## config.mk

```make
export PLATFORM = sky130hd
export DESIGN_NAME = button_reader
export DESIGN_NICKNAME = d
export VERILOG_FILES = /design/src/rtl/btn_pkg.sv /design/src/rtl/btn_debounce.sv /design/src/rtl/button_reader.sv
export SDC_FILE = /design/constraint.sdc
export NUM_CORES = 1
export LEC_CHECK = 0
export CAP_MARGIN = 0
export CORE_UTILIZATION = 30
export CTS_BUF_LIST = sky130_fd_sc_hd__clkbuf_8
export DETAILED_ROUTE_END_ITERATION = 10
export HOLD_SLACK_MARGIN = 0.03
export PLACE_DENSITY = 0.49
export SLEW_MARGIN = 25
export SYNTH_ARGS = -nofsm -noshare
export SYNTH_HDL_FRONTEND = slang
export SYNTH_SLANG_ARGS = --single-unit
```

## constraint.sdc

```tcl
create_clock -name clk -period 4.92 [get_ports clk]
set_input_delay 0.984 -clock clk [delete_from_list [all_inputs] [get_ports clk]]
set_output_delay 0.984 -clock clk [all_outputs]
set_load 0.05 [all_outputs]
```

## src/rtl/btn_pkg.sv

```systemverilog
// Shared types and sizing helpers for the button reader.
package btn_pkg;

  localparam int BTN_MAX = 8;

  // Debounced state of one button; rel is the 1->0 pulse.
  typedef struct packed {
    logic level;
    logic press;
    logic rel;
  } btn_event_t;

  function automatic int cnt_w(input int n);
    return (n <= 2) ? 1 : $clog2(n);
  endfunction

endpackage

```

## src/rtl/btn_debounce.sv

```systemverilog
// One button: 2-flop synchronizer, run-length debouncer and press/release edge pulses.
module btn_debounce
  import btn_pkg::*;
#(
  parameter int DEBOUNCE_CYCLES = 120000,
  parameter int ACTIVE_LOW      = 1
) (
  input  logic       clk,
  input  logic       rst,
  input  logic       i_raw,
  output btn_event_t o_evt
);

  localparam int             CW    = cnt_w(DEBOUNCE_CYCLES);
  localparam logic [CW-1:0]  C_MAX = CW'(DEBOUNCE_CYCLES - 1);
  localparam logic           REL   = (ACTIVE_LOW != 0);

  logic          r_sync1, r_sync2;
  logic [CW-1:0] r_cnt;
  logic          r_level, r_press, r_rel;
  logic          w_s;

  assign w_s = (ACTIVE_LOW != 0) ? ~r_sync2 : r_sync2;

  always_ff @(posedge clk) begin
    if (rst) begin
      r_sync1 <= REL;
      r_sync2 <= REL;
      r_cnt   <= '0;
      r_level <= 1'b0;
      r_press <= 1'b0;
      r_rel   <= 1'b0;
    end else begin
      r_sync1 <= i_raw;
      r_sync2 <= r_sync1;
      r_press <= 1'b0;
      r_rel   <= 1'b0;
      if (w_s == r_level) begin
        r_cnt <= '0;
      end else if (r_cnt == C_MAX) begin
        // last disagreeing sample of the run: accept the new level
        r_level <= w_s;
        r_cnt   <= '0;
        r_press <= w_s;
        r_rel   <= ~w_s;
      end else begin
        r_cnt <= r_cnt + 1'b1;
      end
    end
  end

  assign o_evt.level = r_level;
  assign o_evt.press = r_press;
  assign o_evt.rel   = r_rel;

endmodule

```

## src/rtl/button_reader.sv

```systemverilog
// Debounced button bank with toggles and a wrapping press counter.
// Optional long-press detection is built when BTN_LONGPRESS_EN is defined.
module button_reader
  import btn_pkg::*;
#(
  parameter int NUM_BTN         = 4,
  parameter int DEBOUNCE_CYCLES = 120000,
  parameter int ACTIVE_LOW      = 1,
  parameter int LONG_CYCLES     = 12000000
) (
  input  logic               clk,
  input  logic               rst,
  input  logic [NUM_BTN-1:0] btn_raw,
  output logic [NUM_BTN-1:0] btn_level,
  output logic [NUM_BTN-1:0] btn_press,
  output logic [NUM_BTN-1:0] btn_release,
  output logic [NUM_BTN-1:0] btn_toggle,
  output logic [7:0]         press_count,
  output logic [NUM_BTN-1:0] long_press
);

  logic [NUM_BTN-1:0] r_toggle;
  logic [7:0]         r_count;
  logic [7:0]         w_pop;

  for (genvar g = 0; g < NUM_BTN; g++) begin : g_btn
    btn_event_t w_evt;
    btn_debounce #(
      .DEBOUNCE_CYCLES (DEBOUNCE_CYCLES),
      .ACTIVE_LOW      (ACTIVE_LOW)
    ) u_db (
      .clk   (clk),
      .rst   (rst),
      .i_raw (btn_raw[g]),
      .o_evt (w_evt)
    );
    assign btn_level[g]   = w_evt.level;
    assign btn_press[g]   = w_evt.press;
    assign btn_release[g] = w_evt.rel;
  end

  // simultaneous presses all count
  always_comb begin
    w_pop = '0;
    for (int i = 0; i < NUM_BTN; i++) w_pop = w_pop + {7'd0, btn_press[i]};
  end

  always_ff @(posedge clk) begin
    if (rst) begin
      r_toggle <= '0;
      r_count  <= '0;
    end else begin
      r_toggle <= r_toggle ^ btn_press;
      r_count  <= r_count + w_pop;
    end
  end

  assign btn_toggle  = r_toggle;
  assign press_count = r_count;

`ifdef BTN_LONGPRESS_EN
  localparam int            LW     = $clog2(LONG_CYCLES + 1);
  localparam logic [LW-1:0] L_FIRE = LW'(LONG_CYCLES - 1);
  localparam logic [LW-1:0] L_SAT  = LW'(LONG_CYCLES);

  logic [NUM_BTN-1:0][LW-1:0] r_hold;
  logic [NUM_BTN-1:0]         r_long;

  // hold counter parks one past the fire value so each hold pulses once
  always_ff @(posedge clk) begin
    if (rst) begin
      r_hold <= '0;
      r_long <= '0;
    end else begin
      for (int i = 0; i < NUM_BTN; i++) begin
        r_long[i] <= btn_level[i] && (r_hold[i] == L_FIRE);
        if (!btn_level[i])         r_hold[i] <= '0;
        else if (r_hold[i] != L_SAT) r_hold[i] <= r_hold[i] + 1'b1;
      end
    end
  end

  assign long_press = r_long;
`else
  assign long_press = '0;
`endif

endmodule

```

**After elaboration in Yosys (flattened, before gate mapping)**

Index checks and enable logic that the tools add are counted.

- Reductions and logical operators: 12
- Bitwise gates (word level): 13
- Equality and inequality tests: 8
- $add $sub $neg: 8

Operators by type and width:

| cell | count |
|---|---|
| adder 17 x 1 -> 17 bit (second input constant) | 4 |
| == test 17 bit (second input constant) | 4 |
| OR reduction 3 bit | 8 |
| NOT 1 bit | 12 |
| adder 8 x 4 -> 8 bit | 1 |
| AND reduction 2 bit | 4 |
| adder 3 x 1 -> 4 bit | 1 |
| == test 1 bit | 4 |
| bitwise XOR 4 bit | 1 |
| adder 2 x 1 -> 3 bit | 1 |
| adder 1 x 1 -> 2 bit | 1 |

- Logic and storage cells: 67
- Bits of input ports: 6
- Output and inout bits: 28
- Bits in registers: 100

**Longest topological paths before layout**

- Depth in word-level cells: 4
- Depth in mapped cells: 8
- Gate-level depth less buffers: 8

**Modules after synthesis**

A second synthesis with hierarchy kept.

- Cell total of the unflattened synthesis: 471
- Area, all modules: 4379.2 um^2

Modules (own cells, without submodules):

| module | seq. area each (um^2) | area an instance (um^2) | cells an instance | instances |
|---|---|---|---|---|
| btn_debounce | 440.4 | 958.4 | 104 | 4 |
| button_reader | 240.2 | 545.5 | 55 | 1 |

**Worst setup path before layout**

OpenSTA, ideal clock, no wires.

- Path kind: flip-flop to flip-flop
- Start point: register r_count[0], in the netlist press_count[0]
- End point: register r_count[4], in the netlist press_count[4]
- Path buffers: 0
- Cell stages (with the launch flop): 9
- Library setup time: 0.128 ns
- Arrival time: 2.103 ns
- Clock period less this slack: 2.231 ns
- Required time: 4.792 ns
- Path slack: 2.689 ns
- Cell sequence: dfxtp_1 fa_1 inv_1 fa_1 inv_1 fa_1 nand3_1 xor2_1 nor2_1

- Longest elaborated chain between the ends: 1

Ends and longest elaborated chain:

| element | RTL line | source |
|---|---|---|
| from (decl) | button_reader.sv:23 | `logic [7:0] r_count;` |
| from (signal assigned) | button_reader.sv:54 | `r_count <= r_count + w_pop;` |
| adder 8 x 4 -> 8 bit | button_reader.sv:54 |  |

Every way passes these cells.
A chain may end at the register's enable or synchronous reset.

**Worst setup path after layout**

- Start point: register r_count[2], in the netlist press_count[2]
- End point: output press_count[2]

RTL lines:

| element | RTL line | source |
|---|---|---|
| to (decl) | button_reader.sv:18 | `output logic [7:0] press_count,` |

No word-level cell between the ends.

==> impl_metrics.ini <==
[run_status]
status = completed

[sta]
final_max_slew_viol_count = 0
final.setup.tns_ns = 0
worst-slew-pin-transition_ns = 0.916
holdWs_ns = 0.416
rsz0062_at_grt = false
slew_headroom_pct = 38.7
fin_crit_ns = 2.66
fmaxAchievable_ghz = 0.376
fin_skew_ns = 0.00872
finalHoldViolations = 0
setup_violations = 0
finalCritPeriodShare_pct = 54.1

[power]
power_density_mw_per_mm2 = 299
switching_power_uw = 308
p_leak_uw = 0.00148
comb_power_share_pct = 1.7
p_int_uw = 1170
ir_worst_vdd_mv = 0.114
swShare_pct = 20.8
clkPwrFrac_pct = 43.2
seqPwrFrac_pct = 55.1

[critical_path]
worstSetupPathType = reg2out
end_kind = output pin
path_max_fanout = 6
r2r_slack_ns = 2.74
r2r_start = g_btn[1].u_db.r_cnt[0]
cp-start-kind = flip-flop
cp_data_required_time_ns = 3.94
crit_path_cell_trace = clkdlybuf4s50_1
r2r_cells = 5
worstPathArrival_ns = 1.68
worst-path-buf-inv = 1
path_delay_family = buffers and inverters
timing.rr.end = g_btn[1].u_db.r_cnt[15]
max_stage_delay_ns = 0.85
slowest_stage = clkdlybuf4s50_1

[cts]
clock_path_buffers = 2
clkTransAtPathRegs_ns = 0.09
clock_latency_ns = 0.37
postCtsSetupBuffers = 0
cts_tree = built
ctsResizeCount = 0
root_buffer = clkbuf_8
holdBufCountCts = 0
clock_sinks = 100
cts_buffers = 9
cts_max_level = 3

[place]
place_area_mm2 = 0.00471
dp.cells = 664
gp_congestion = 0.744
post-dp-hpwl_um = 5930
port_buffers = 29

[yosys]
synth_area_mm2 = 0.00437
synth_area_leaders = dfxtp_1, xnor2_1, nor2_1
yosys_warnings = 0
avgSynthCellArea_um2 = 9.13
yosysMostFrequentCell = dfxtp_1
ys.flop_type = dfxtp_1
ys_types = 46
ys_ff_latch = 100
synth_top_area_share_pct = 45.9
yosysTopAreaCell = dfxtp_1
ys_async_sr_fraction_pct = 0
synthCells = 478
ys_top_cells_by_count = dfxtp_1, nor2_1, xnor2_1, nand4_1
yosysSeqAreaShare_pct = 45.9
synth-edff-count = 0

[floorplan]
die-area_mm2 = 0.0150
chipHeight_um = 123
core_mm2 = 0.0140
ioPinCount = 34
num_rows = 43
die_w_um = 123
initial_utilization_pct = 31.1

[run]
maxCapViolations = 0

[finish]
layout-drive-gt1-share_pct = 7.00
final_cell_area_mm2 = 0.00496
n_antenna_cell = 0
syn2layout_area_growth_pct = 13.6
final_cells = 680
final_core_utilization_pct = 35.3
final_nets = 509

[route]
ant_nets = 0
drt_iter0_markers = 186
drc = 0
wl_per_cell_um = 12.4
first_pass_iters = 4
drt_wl_total_um = 8450
num_vias = 3170
via_per_inst = 4.66

[grt]
overflow = 0
grt_pass1_vias = 3023
antenna_found_initial = 0
grt_pass1_wl_um = 14300
grt_max_degree = 29
grt_use_total_pct = 12.2

[min_path]
min_delay_path_depth = 1
min_from = g_btn[2].u_db.r_sync1
hold_class = reg2reg
holdPathEnd = g_btn[2].u_db.r_sync2
## power by group through the flow
stage | Combinational (µW) | Sequential [µW] | Clock, µW
2_1_floorplan | 22.4 | 833 | 0
3_3_place_gp | 25.3 | 834 | 0
3_5_place_dp | 25.5 | 834 | 0
4_1_cts | 25.6 | 815 | 661
5_1_grt | 27.6 | 816 | 697
6_report | 25.0 | 815 | 640
## metrics by stage
step | setup slack, ns | power, µW
global route | 2.05 | 1540
detailed placement | 1.90 | 859
floorplan | 2.69 | 856
finish | 2.26 | 1480
CTS | 2.22 | 1500
global placement | 1.93 | 859
## flip-flops by register name, summed over array words and instances (netlist names)
register	count
btn_toggle	4
g_btn.u_db.r_cnt	68
g_btn.u_db.r_level	4
g_btn.u_db.r_press	4
g_btn.u_db.r_rel	4
g_btn.u_db.r_sync1	4
g_btn.u_db.r_sync2	4
press_count	8
## per-layer routing
metal  global-route usage (%)  up-vias  part of all wire, %
met2                     18.2       38                   43
met5                        0        -                    0
met3                     3.16       13                  3.7
met1                     16.1     1469                   51
met4                     6.40        0                  2.1
li1                         -     1650                    -
## logic make-up after synthesis
kind of cell / Yosys count / share of synthesized area, %
mux: 1 / 0.229
fa+ha+maj: 8 / 2.81
xor+xnor: 67 / 13.4
simple gates: 238 / 28.9
other cells: 1 / 0.0859
compound gates: 20 / 2.98
buf+inv: 43 / 5.73
flops: 100 / 45.9
## placed cells by master (no fill, tap or decap), types with 3 or more instances in the layout
master           count
and3_1               4
nor2b_1              3
ha_1                 5
fa_1                 3
nand2_1             24
dfxtp_1            100
nor4_1              19
or4_1                4
conb_1               4
clkdlybuf4s50_1     29
o31ai_1              3
inv_1               16
xor2_1              21
clkbuf_8            10
nor3_1              21
nor4bb_1             3
nor2_1              78
and4_1               4
bufinv_16            3
a21oi_1             10
xnor2_1             46
nand4_1             25
nand3_1             24
or2_2               12
## worst max-delay path by stage
stage                   start                      end  slack [ns]  cells after the start
2_1_floorplan  press_count[0]           press_count[4]        2.69                      8
3_3_place_gp              rst  g_btn[2].u_db.r_cnt[16]        1.93                      3
3_5_place_dp              rst  g_btn[2].u_db.r_cnt[16]        1.90                      3
4_1_cts        press_count[2]           press_count[2]        2.22                      1
5_1_grt                   rst  g_btn[0].u_db.r_cnt[16]        2.05                      4
6_report       press_count[2]           press_count[2]        2.26                      1
## cell type report
type	count	area [µm²]
fillers	1405	9080
multi-input cells	338	2120
flip-flops and latches	100	2000
repair buffers	30	298
well taps	180	225
clock buffers	10	138
clock inverters	6	111
inverters	16	60.1
Note: power is estimated with default switching activity, not from simulation.
